**src/rtl/xor_nand_gate_pkg.sv**
```systemverilog
// Shared constants for the NAND-built XOR block.
//   WIDTH_DEF   : default operand width
//   CNT_W_DEF   : default width of the capture counter
//   CNT_SAT_DEF : saturation value of a CNT_W_DEF-bit counter
//   sat_value() : all-ones value for a counter of a given width (up to 32 bits)
package xor_nand_gate_pkg;

  localparam int WIDTH_DEF = 1;
  localparam int CNT_W_DEF = 16;

  function automatic logic [31:0] sat_value(input int w);
    // 1 << 32 wraps to 0, so a 32-bit counter still yields all ones
    return (32'd1 << w) - 32'd1;
  endfunction

  localparam logic [31:0] CNT_SAT_DEF = sat_value(CNT_W_DEF);

endpackage

```
**src/rtl/xor_nand_gate_cell.sv**
```systemverilog
// xor_nand_cell: one-bit XOR built from four 2-input NAND gates.
//   a, b : operand bits
//   y    : a ^ b
module xor_nand_cell (
  input  logic a,
  input  logic b,
  output logic y
);

  logic n1;
  logic n2;
  logic n3;

  assign n1 = ~(a & b);
  assign n2 = ~(a & n1);
  assign n3 = ~(b & n1);
  assign y  = ~(n2 & n3);

endmodule

```
**src/rtl/xor_nand_gate.sv**
```systemverilog
// xor_nand_gate: WIDTH-bit NAND-built XOR with a registered copy, a one-cycle
// capture strobe and a saturating count of nonzero captures.
//   clk      : rising-edge clock
//   rst_n    : asynchronous active-low reset (registers, counter, flag)
//   a, b     : operands
//   en       : capture enable for y_q / y_valid / ones_cnt
//   cnt_clr  : synchronous clear of ones_cnt and cnt_sat (wins over increment)
//   y        : combinational a ^ b
//   y_q      : y captured on the last enabled edge
//   y_valid  : high for the cycle following each capture
//   ones_cnt : saturating count of captures where y had any bit set
//   cnt_sat  : sticky flag, set when ones_cnt reaches its maximum
module xor_nand_gate
  import xor_nand_gate_pkg::*;
#(
  parameter int WIDTH = WIDTH_DEF,
  parameter int CNT_W = CNT_W_DEF
) (
  input  logic             clk,
  input  logic             rst_n,
  input  logic [WIDTH-1:0] a,
  input  logic [WIDTH-1:0] b,
  input  logic             en,
  input  logic             cnt_clr,
  output logic [WIDTH-1:0] y,
  output logic [WIDTH-1:0] y_q,
  output logic             y_valid,
  output logic [CNT_W-1:0] ones_cnt,
  output logic             cnt_sat
);

  localparam logic [31:0]      CNT_MAX_W = sat_value(CNT_W);
  localparam logic [CNT_W-1:0] CNT_MAX   = CNT_MAX_W[CNT_W-1:0];

  function automatic logic [CNT_W-1:0] sat_inc(input logic [CNT_W-1:0] v);
    return (v == CNT_MAX) ? v : v + 1'b1;
  endfunction

  logic [CNT_W-1:0] cnt_inc;
  assign cnt_inc = sat_inc(ones_cnt);

  // Stage p0: combinational XOR, independent of clock and reset
  for (genvar i = 0; i < WIDTH; i++) begin : g_cell
    xor_nand_cell u_cell (
      .a (a[i]),
      .b (b[i]),
      .y (y[i])
    );
  end

  // Stage p1: captured result and its strobe
  always_ff @(posedge clk or negedge rst_n) begin
    if (!rst_n) begin
      y_q     <= '0;
      y_valid <= 1'b0;
    end else begin
      y_valid <= en;
      if (en) begin
        y_q <= y;
      end
    end
  end

  // Stage p1: counter; clear takes priority over a same-edge increment
  always_ff @(posedge clk or negedge rst_n) begin
    if (!rst_n) begin
      ones_cnt <= '0;
      cnt_sat  <= 1'b0;
    end else if (cnt_clr) begin
      ones_cnt <= '0;
      cnt_sat  <= 1'b0;
    end else if (en && (|y)) begin
      ones_cnt <= cnt_inc;
      if (cnt_inc == CNT_MAX) begin
        cnt_sat <= 1'b1;
      end
    end
  end

endmodule

```
**config.mk**
```make
export PLATFORM = sky130hd
export DESIGN_NAME = xor_nand_gate
export DESIGN_NICKNAME = d
export VERILOG_FILES = /design/src/rtl/xor_nand_gate_pkg.sv /design/src/rtl/xor_nand_gate_cell.sv /design/src/rtl/xor_nand_gate.sv
export SDC_FILE = /design/constraint.sdc
export NUM_CORES = 1
export LEC_CHECK = 0
export CAP_MARGIN = 10
export CELL_PAD_IN_SITES_DETAIL_PLACEMENT = 1
export CELL_PAD_IN_SITES_GLOBAL_PLACEMENT = 1
export CORE_AREA = 5 5 61 63
export CTS_CLUSTER_DIAMETER = 80
export DETAILED_ROUTE_END_ITERATION = 6
export DIE_AREA = 0 0 66 68
export GPL_ROUTABILITY_DRIVEN = 0
export PLACE_DENSITY_LB_ADDON = 0.1
export SYNTH_ARGS = -nofsm -noshare
export SYNTH_HDL_FRONTEND = slang
export SYNTH_SLANG_ARGS = --single-unit
```
**constraint.sdc**
```tcl
create_clock -name clk -period 2.6 [get_ports clk]
set_input_delay 0.26 -clock clk [delete_from_list [all_inputs] [get_ports clk]]
set_output_delay 0.26 -clock clk [all_outputs]
set_load 0.03 [all_outputs]
```
==> metrics.txt <==
outcome=finished clean; Clock Sinks=19; commonest non-fill, non-tap cell in the layout=clkdlybuf4s50_1; GR Overflow Total=0; GR Util All Layers=15.8%; number of synthesized flops with an enable pin=0; # rows=21; DRT iter0 DRCs=35; Final period util=79.4%; Final Cell Area=0.00153 sq mm; post-CTS setup buffer count=0; Worst Setup Start Kind=register; die area=0.00449 sq mm; Bufs on Longest Clock Path=2; post-synth cell types=42; Yosys reg bits=19; max-slew violation count=0; placed instance area=0.00150 sq mm; commonest non-fill, non-tap cells in the layout=clkdlybuf4s50_1 (25), dfrtp_1 (19), nor2_1 (17); CTS tree=yes; Cells after Synth=124; CP max-delay cell=dfrtp_1; Die Span X=66 microns; Nets=156; Fin Clk Skew=0.00517 ns; number of max-cap violations=0; Reg area=475 sq um; CTS root buf=clkbuf_4; sequential cell area fraction in the yosys report=38.7%; TNS Setup=0 ns; Max IR drop VDD=0.271 mV; post-DP HPWL=2230 microns; initial antenna violation count=0; Reg power frac=57.6%; area occupied by multi-input gates=689 sq um; global-route wire length before repair=5380 microns; top cell type's share of synthesized area=38.7%; Final Hold Fails=0; core footprint=0.00318 sq mm; CTS Hold Buffers Added=0; Comb power frac=13.5%; I/O Buffers=25; Slew Limit Headroom=40.3%; CP required=2.80 ns; DRT Pass-1 Iters=4; Setup violations, final=0; min-delay worst type=in2async; power share of the clock group=29.0%; worst path arrival time=2.26 ns; Power Dens Cells=348 mW/mm^2; Syn Nets=131; routed via count=1015; minimum clock period=2.06 ns; sw frac=27.2%; wire per inst=15.7 microns; I/O pins=26; Critical Path Most Common Cell=nor2_1; Crit Path Max Fanout=8; Synth async-reset ratio=100%; Post-Route WL=3060 microns; htree depth=1; clk slew on worst S/H paths=0.11 ns; RSZ-0062 raised after global routing=false; worst-margin pin slew=0.893 ns; vias in the first global route=1111; CTS buffer count=3; Vias per Instance=5.23; slowest stage delay, CP=0.48 ns; PostCTS Resize Cnt=0; area grow syn2layout=24.6%; drc violations=0; fraction of layout cells with a size suffix above 1=17.6%; Cell Chain, Critical Path=ha_1, nand3_2, nor4_4, buf_4, nor2_1, xnor2_1, nor2_1; Initial Util=38.6%; main flop type after synthesis=dfrtp_1; YS warnings=0; Cell Area, Synth=0.00123 sq mm; post-synth top area cell=dfrtp_1; CP endpoint kind=register; Internal Power=0.000387 W; Max Freq=0.485 GHz; ant diodes=0; largest net degree at the start of global routing=20; worst skew pair latency=0.31 ns; Mean Syn Cell Area=9.90 sq um; die height=68 microns; Sw Pwr=0.000144 W; Area contributors post-synth=dfrtp_1 (39%), xnor2_1 (6.4%), nor2_1 (5.2%); Filler cells=363; post-route antenna net violation count=0; critical setup path kind=reg2reg; static leakage=0.571 nW
-- stage by stage --
| step | hold WS [ns] | utilization (%) | cells | worst slack, ns | power [W] |
|---|---|---|---|---|---|
| 2_1_floorplan | -0.0356 | - | 124 | 0.724 | 0.000351 |
| 3_3_place_gp | 0.512 | 47.3 | 190 | 0.585 | 0.000383 |
| 3_5_place_dp | 0.532 | 47.3 | 190 | 0.544 | 0.000385 |
| 4_1_cts | 0.473 | 48.1 | 194 | 0.518 | 0.000545 |
| 5_1_grt | 0.497 | 48.1 | 194 | 0.380 | 0.000565 |
| 6_report | 0.448 | 48.1 | 194 | 0.536 | 0.000532 |
-- cell type report --
class | count | share of cell area [%]
multi-input combinational | 94 | 45.1
sequential | 19 | 31.1
timing repair buffer | 27 | 17.3
tap | 46 | 3.76
clock buffer | 4 | 1.72
inverter | 4 | 0.982
-- routing by layer --
metal  track usage, %  wire [microns]  vias up  part of all wire (%)
met5                0               0        -                     0
met4             7.61              61        0                   2.0
met3             2.13              95        5                   3.1
met2             26.2            1510       15                    50
met1             20.4            1380      500                    45
li1                 -               -      495                     -
-- cell families (layout without fill, tap and decap cells) --
family,count (synthesis),in the layout,share of synthesized area (%)
compound gates,16,16,9.48
simple gates,64,64,35.4
mux,3,3,2.55
xor+xnor,10,10,7.75
buf+inv,11,35,5.10
fa+ha+maj,1,1,1.02
flops,19,19,38.7
-- final timing paths --
check                                    end         from  slack [ns]  depth (start not counted)
worst max-delay path             ones_cnt[0]  ones_cnt[0]        0.54                          7
worst min-delay path            ones_cnt[14]        rst_n        0.45                          1
worst max register to register   ones_cnt[0]  ones_cnt[0]        0.54                          7
worst min register to register           y_q          y_q        0.54                          2
max in group asynchronous        ones_cnt[4]        rst_n        1.61                          1
min in group clk                     y_valid           en        0.52                          1
-- cell usage after synthesis, types with 3 or more instances --
master,count
dfrtp_1,19
nor2_1,17
nand2_1,10
xnor2_1,9
nor3_2,5
and3_1,4
inv_1,4
nand4_1,4
a21oi_1,3
a31oi_1,3
nand3_1,3
nor3_1,3
nor4_2,3
-- power groups by stage --
stage | Combinational, W | Clock, W | Sequential [W]
finish | 0.0000716 | 0.000154 | 0.000306
global route | 0.0000773 | 0.000180 | 0.000308
CTS | 0.0000730 | 0.000165 | 0.000307
detailed placement | 0.0000728 | 0 | 0.000312
global placement | 0.0000717 | 0 | 0.000312
floorplan | 0.0000293 | 0 | 0.000322
-- flip-flops by register name, summed over array words and instances, names as in the netlist --
name / count
cnt_sat: 1
y_valid: 1
y_q: 1
ones_cnt: 16
-- critical path, delay by kind of cell, from the launching register on --
kind	cells	cell delay [ns]
xor gates and xnor gates	1	0.16
adders and majority gates	1	0.30
DFF	1	0.48
buffers and inverters	1	0.26
and+or+nand+nor	4	0.76
Power figures use the tool's default switching activity.
